===== src/rtl/code_detector_pkg.sv =====
// Shared state type, width helper and one-hot key helpers for the parametrised code lock.
package code_detector_pkg;

  typedef enum logic [2:0] {
    ST_WAIT  = 3'd0,
    ST_ENTER = 3'd1,
    ST_OPEN  = 3'd2,
    ST_PROG  = 3'd3,
    ST_LOCK  = 3'd4
  } state_e;

  // Key vectors are zero-extended to this width before decoding.
  localparam int MAX_KEYS = 32;
  localparam int MAX_KW   = 5;

  function automatic int min1_clog2(input int n);
    return (n > 1) ? $clog2(n) : 1;
  endfunction

  function automatic logic is_onehot(input logic [MAX_KEYS-1:0] v);
    return (v != {MAX_KEYS{1'b0}}) && ((v & (v - 32'd1)) == {MAX_KEYS{1'b0}});
  endfunction

  function automatic logic [MAX_KW-1:0] onehot_to_index(input logic [MAX_KEYS-1:0] v);
    logic [MAX_KW-1:0] idx;
    idx = {MAX_KW{1'b0}};
    for (int i = 0; i < MAX_KEYS; i++) begin
      if (v[i]) begin
        idx = i[MAX_KW-1:0];
      end else begin
        idx = idx;
      end
    end
    return idx;
  endfunction

endpackage


===== src/rtl/code_detector_param_key_decoder.sv =====
// Classifies the raw key vector as idle, a valid single press, or invalid, and yields the key index.
module key_decoder
  import code_detector_pkg::*;
#(
  parameter  int NUM_KEYS = 3,
  localparam int KW       = min1_clog2(NUM_KEYS)
) (
  input  logic [NUM_KEYS-1:0] keys_i,
  output logic                idle_o,
  output logic                valid_o,
  output logic [KW-1:0]       idx_o
);

  logic [MAX_KEYS-1:0] keys_ext_s;

  assign keys_ext_s = MAX_KEYS'(keys_i);
  assign idle_o     = (keys_i == {NUM_KEYS{1'b0}});
  assign valid_o    = is_onehot(keys_ext_s);
  assign idx_o      = KW'(onehot_to_index(keys_ext_s));

endmodule


===== src/rtl/code_detector_param.sv =====
// Parametrised keypad lock: code entry with idle timeout, failure lockout,
// timed open window and code reprogramming while open.
module code_detector_param
  import code_detector_pkg::*;
#(
  parameter int NUM_KEYS = 3,
  parameter int CODE_LEN = 4,
  parameter logic [CODE_LEN*min1_clog2(NUM_KEYS)-1:0] DEFAULT_CODE = 8'h92,
  parameter int TIMEOUT = 16,
  parameter int MAX_FAIL = 3,
  parameter int LOCK_CYCLES = 32,
  parameter int OPEN_CYCLES = 8
) (
  input  logic                          Clk,
  input  logic                          Rst,
  input  logic                          S,
  input  logic [NUM_KEYS-1:0]           Keys,
  input  logic                          Prog,
  output logic                          U,
  output logic                          Err,
  output logic                          Locked,
  output logic                          ProgMode,
  output logic [$clog2(MAX_FAIL+1)-1:0] FailCnt
);

  localparam int KW = min1_clog2(NUM_KEYS);
  localparam int SW = min1_clog2(CODE_LEN);
  localparam int IW = min1_clog2(TIMEOUT);
  localparam int TW = min1_clog2((LOCK_CYCLES > OPEN_CYCLES) ? LOCK_CYCLES : OPEN_CYCLES);
  localparam int FW = $clog2(MAX_FAIL + 1);
  localparam int CW = CODE_LEN * KW;

  state_e          state_q, state_d;
  logic [SW-1:0]   step_q, step_d;
  logic [IW-1:0]   idle_q, idle_d;
  logic [TW-1:0]   tmr_q, tmr_d;
  logic [CW-1:0]   code_q, code_d, shadow_q, shadow_d;
  logic [FW-1:0]   fail_q, fail_d, fail_inc_s;
  logic            err_d;
  logic            u_q, err_q, locked_q, prog_q;
  logic            key_idle_s, key_valid_s;
  logic [KW-1:0]   key_idx_s, code_key_s;
  logic            step_last_s, idle_last_s;

  key_decoder #(.NUM_KEYS(NUM_KEYS)) u_dec (
    .keys_i  (Keys),
    .idle_o  (key_idle_s),
    .valid_o (key_valid_s),
    .idx_o   (key_idx_s)
  );

  assign code_key_s  = code_q[KW*int'(step_q) +: KW];
  assign step_last_s = (step_q == SW'(CODE_LEN - 1));
  assign idle_last_s = (idle_q == IW'(TIMEOUT - 1));
  assign fail_inc_s  = (fail_q == FW'(MAX_FAIL)) ? fail_q : fail_q + FW'(1);

  // Next-state logic for the lock sequencer.
  always_comb begin
    state_d  = state_q;
    step_d   = step_q;
    idle_d   = idle_q;
    tmr_d    = tmr_q;
    code_d   = code_q;
    shadow_d = shadow_q;
    fail_d   = fail_q;
    err_d    = 1'b0;
    case (state_q)
      ST_WAIT: begin
        if (S) begin
          state_d = ST_ENTER;
          step_d  = {SW{1'b0}};
          idle_d  = {IW{1'b0}};
        end else begin
          state_d = ST_WAIT;
        end
      end
      ST_ENTER: begin
        if (key_idle_s) begin
          if (idle_last_s) state_d = ST_WAIT;
          else             idle_d  = idle_q + IW'(1);
        end else if (key_valid_s && (key_idx_s == code_key_s)) begin
          idle_d = {IW{1'b0}};
          if (step_last_s) begin
            state_d = ST_OPEN;
            tmr_d   = {TW{1'b0}};
            fail_d  = {FW{1'b0}};
          end else begin
            step_d = step_q + SW'(1);
          end
        end else begin
          err_d  = 1'b1;
          fail_d = fail_inc_s;
          if (fail_inc_s == FW'(MAX_FAIL)) begin
            state_d = ST_LOCK;
            tmr_d   = {TW{1'b0}};
          end else begin
            state_d = ST_WAIT;
          end
        end
      end
      ST_OPEN: begin
        if (Prog) begin
          state_d = ST_PROG;
          step_d  = {SW{1'b0}};
          idle_d  = {IW{1'b0}};
        end else if (S || (tmr_q == TW'(OPEN_CYCLES - 1))) begin
          state_d = ST_WAIT;
        end else begin
          tmr_d = tmr_q + TW'(1);
        end
      end
      ST_PROG: begin
        if (key_idle_s) begin
          if (idle_last_s) state_d = ST_WAIT;
          else             idle_d  = idle_q + IW'(1);
        end else if (key_valid_s) begin
          shadow_d[KW*int'(step_q) +: KW] = key_idx_s;
          idle_d = {IW{1'b0}};
          // The last press commits the complete shadow, including itself.
          if (step_last_s) begin
            code_d  = shadow_d;
            state_d = ST_WAIT;
          end else begin
            step_d = step_q + SW'(1);
          end
        end else begin
          err_d   = 1'b1;
          state_d = ST_WAIT;
        end
      end
      ST_LOCK: begin
        if (tmr_q == TW'(LOCK_CYCLES - 1)) begin
          state_d = ST_WAIT;
          fail_d  = {FW{1'b0}};
        end else begin
          tmr_d = tmr_q + TW'(1);
        end
      end
      default: begin
        state_d = ST_WAIT;
      end
    endcase
  end

  // State, counters, code store and Moore outputs decoded from the next state.
  always_ff @(posedge Clk or negedge Rst) begin
    if (!Rst) begin
      state_q  <= ST_WAIT;
      step_q   <= {SW{1'b0}};
      idle_q   <= {IW{1'b0}};
      tmr_q    <= {TW{1'b0}};
      code_q   <= DEFAULT_CODE;
      shadow_q <= {CW{1'b0}};
      fail_q   <= {FW{1'b0}};
      u_q      <= 1'b0;
      err_q    <= 1'b0;
      locked_q <= 1'b0;
      prog_q   <= 1'b0;
    end else begin
      state_q  <= state_d;
      step_q   <= step_d;
      idle_q   <= idle_d;
      tmr_q    <= tmr_d;
      code_q   <= code_d;
      shadow_q <= shadow_d;
      fail_q   <= fail_d;
      u_q      <= (state_d == ST_OPEN);
      err_q    <= err_d;
      locked_q <= (state_d == ST_LOCK);
      prog_q   <= (state_d == ST_PROG);
    end
  end

  assign U        = u_q;
  assign Err      = err_q;
  assign Locked   = locked_q;
  assign ProgMode = prog_q;
  assign FailCnt  = fail_q;

endmodule


===== config.mk =====
export PLATFORM = sky130hd
export DESIGN_NAME = code_detector_param
export DESIGN_NICKNAME = d
export VERILOG_FILES = /design/src/rtl/code_detector_pkg.sv /design/src/rtl/code_detector_param_key_decoder.sv /design/src/rtl/code_detector_param.sv
export SDC_FILE = /design/constraint.sdc
export NUM_CORES = 1
export LEC_CHECK = 0
export CAP_MARGIN = 20
export CORE_ASPECT_RATIO = 0.7
export CORE_MARGIN = 4
export CORE_UTILIZATION = 40
export DETAILED_ROUTE_END_ITERATION = 7
export SLEW_MARGIN = 20
export SYNTH_ARGS = -nofsm -noshare
export SYNTH_HDL_FRONTEND = slang
export SYNTH_SLANG_ARGS = --single-unit

===== constraint.sdc =====
create_clock -name Clk -period 3.3 [get_ports Clk]
set_clock_uncertainty 0.2 [all_clocks]
set_input_delay 0.495 -clock Clk [delete_from_list [all_inputs] [get_ports Clk]]
set_output_delay 0.495 -clock Clk [all_outputs]
set_load 0.02 [all_outputs]

==> run metrics <==
worst-path fanout max 13; crit-path max cell delay ~650 ps; max-slew violations 0; fillcell total between 500 and 600; Final Hold Viols 0; Worst-Margin Slew about 810 ps; Setup crit start kind flop; CTS tree done; Crit. End Element flop; Synth async-reset ratio 100%; CP Class reg2reg; pwr dens 552 nW/um^2; syn avg cell area 9.24 um^2; status complete, no violations; delay-heaviest family, CP compound AO/OA/AOI/OAI gates; pin count of the biggest net entering global routing 37; vias in the first global route about 1700; via count between 1500 and 2000; setup violators final 0; Final ANT Viol Nets 0; clk sink count 36; Iter 0 DRT Violations 113; placement row count 22; TritonRoute pass-1 iters 4; GRT Overall Usage approximately 16%; Area Growth Syn to Fin 12.2%; RSZ-0062 raised after global routing no; worst skew pair latency between 200 and 300 ps; MaxCap Viol Count 0; layout cells sized above 1 between 10% and 20%; VDD IR max approximately 0.23 mV; Final HPWL DP between 3000 and 4000 um; Reg2Reg Setup Slack around 660 ps; fmax around 380 MHz; chip width a little under 100 um; FF+latch count, synth 36; setup_tns 0 ps; worst hold path type in2async; total CTS buffers 5; top_reg_cell synth dfrtp_1; Resize count post-CTS 0; gr ovfl total 0; sequential share of the synthesized area between 30% and 40%; CTS max path bufs 2; core footprint around 5400 um^2; Slowest-stage cell, CP mux4_2; CTS root buf clkbuf_8; die area 7070 um^2; ant diodes 0; Post-Syn Area between 2000 and 2500 um^2; clock-pin transition on the worst setup and hold timing paths 70 ps; synth warn 0; initial antenna violation count 0; Placed Area roughly 2500 um^2; Final min period roughly 2600 ps; Post-CTS Hold Fix Bufs 0; Crit path buffers/inverters 0; Post-CTS Setup Bufs 0; CP cell instances mux4_2, nor4b_1, a211oi_1, a21oi_1, a31oi_1; WL/cell 15.9 um; detailed-route vias per instance around 5.7; Mapped Cells between 200 and 300; initial core utilization between 40 and 50%; I/O pin count 13; relative slew slack 45.8%; Required @ worst endpoint around 3300 ps; final period utilization between 70% and 80%; drt total wl 5370 um; Yosys cell types 55; cell area after layout ~2600 um^2; IO Port Bufs 12; number of flops mapped to enable cells by yosys 0; H-tree depth 2; die height 71.6 um; Syn Nets 266; P_leak 0.00111 uW; first-pass GRT wire length 9070 um; commonest non-fill, non-tap cell in the layout dfrtp_1; nets ~280; DRC viols 0; Arrival @ worst endpoint approximately 2600 ps; RePlAce Congestion 0.873; most frequent cells in the layout dfrtp_1, nand2_1, nor2_1
## cell families (layout without fill, tap and decap cells)
logic type	count (synthesis)	in the layout	synth area share, %
AND/OR/NAND/NOR	101	101	22.6
flip-flops	36	36	39.2
AO/OA/AOI/OAI	74	74	22.4
adder cells (fa/ha/maj)	9	9	4.88
buffers and inverters	18	34	3.63
XOR/XNOR	1	1	0.379
multiplexers	11	11	6.93
## cell usage after synthesis (3+ instances only)
library cell / number / area (um^2)
a21o_1: 4 / 30.0
a31o_2: 3 / 26.3
nor2b_1: 12 / 75.1
ha_1: 9 / 113
nor3_1: 4 / 20.0
dfrtp_1: 33 / 826
o21ai_0: 19 / 95.1
nand3b_1: 5 / 37.5
a21oi_1: 18 / 90.1
and3_1: 5 / 31.3
nand3_1: 5 / 25.0
nor2_1: 20 / 75.1
buf_2: 4 / 20.0
nand2_1: 31 / 116
mux2_2: 3 / 33.8
inv_1: 10 / 37.5
dfstp_2: 3 / 78.8
a41oi_1: 3 / 26.3
a31oi_1: 6 / 37.5
nand2b_1: 8 / 50.1
mux2i_1: 4 / 40.0
## metrics by stage
| step | setup WS (ps) | hold WS (ps) | utilization (%) | power [uW] | instances |
|---|---|---|---|---|---|
| after CTS | 653 | 132 | 47.8 | 1440 | 338 |
| after global routing | 427 | 166 | 47.8 | 1540 | 338 |
| after global placement | 439 | 257 | 46.1 | 1100 | 330 |
| final | 661 | 92.1 | 47.8 | 1430 | 338 |
| after floorplan | 930 | -0.591 | - | 940 | 250 |
| after detailed placement | 404 | 265 | 46.1 | 1100 | 330 |
## registers in the layout, indices dropped and copies added (netlist names), 2 cells and up
signal,count
shadow_q,8
FailCnt,2
step_q,2
tmr_q,5
state_q,3
code_q,8
idle_q,4
## worst register-to-register path, delay by kind of cell (launching register included)
kind | cells | cell delay [ps]
AOI/OAI and AO/OA | 3 | 740
muxes | 1 | 650
DFF | 1 | 630
and+or+nand+nor | 1 | 280
## power by group
part           switching, uW  leakage (uW)  internal [uW]
registers               79.2      0.000479            504
clock network            162     0.0000445            170
logic                    299      0.000586            218
total                    540       0.00111            892
## final cells by class
class                           instances  area, um^2  area share [%]
Clock inverter                          1        7.51           0.290
Tap cell                               72        90.1            3.47
Multi-Input combinational cell        196        1320            51.0
Sequential cell                        36         905            34.9
Inverter                               10        37.5            1.45
Clock buffer                            7        86.3            3.33
Timing Repair Buffer                   16         145            5.60
## per-layer routing
metal	vias to the layer above	part of all wire (%)	global-route usage [%]
met1	924	56	26.4
met3	7	5.4	3.60
li1	947	-	-
met5	-	0	0
met2	52	37	20.7
met4	0	1.4	5.00
## final timing paths
check,from,end,cells after the start
max in group asynchronous,Rst,idle_q[3],1
max reg2reg,step_q[0],idle_q[0],5
max,step_q[0],idle_q[0],5
min,Rst,Locked,1
min in group Clk,shadow_q[5],shadow_q[5],2
min reg2reg,shadow_q[5],shadow_q[5],2
No activity file was read; power rests on OpenSTA's default activity.
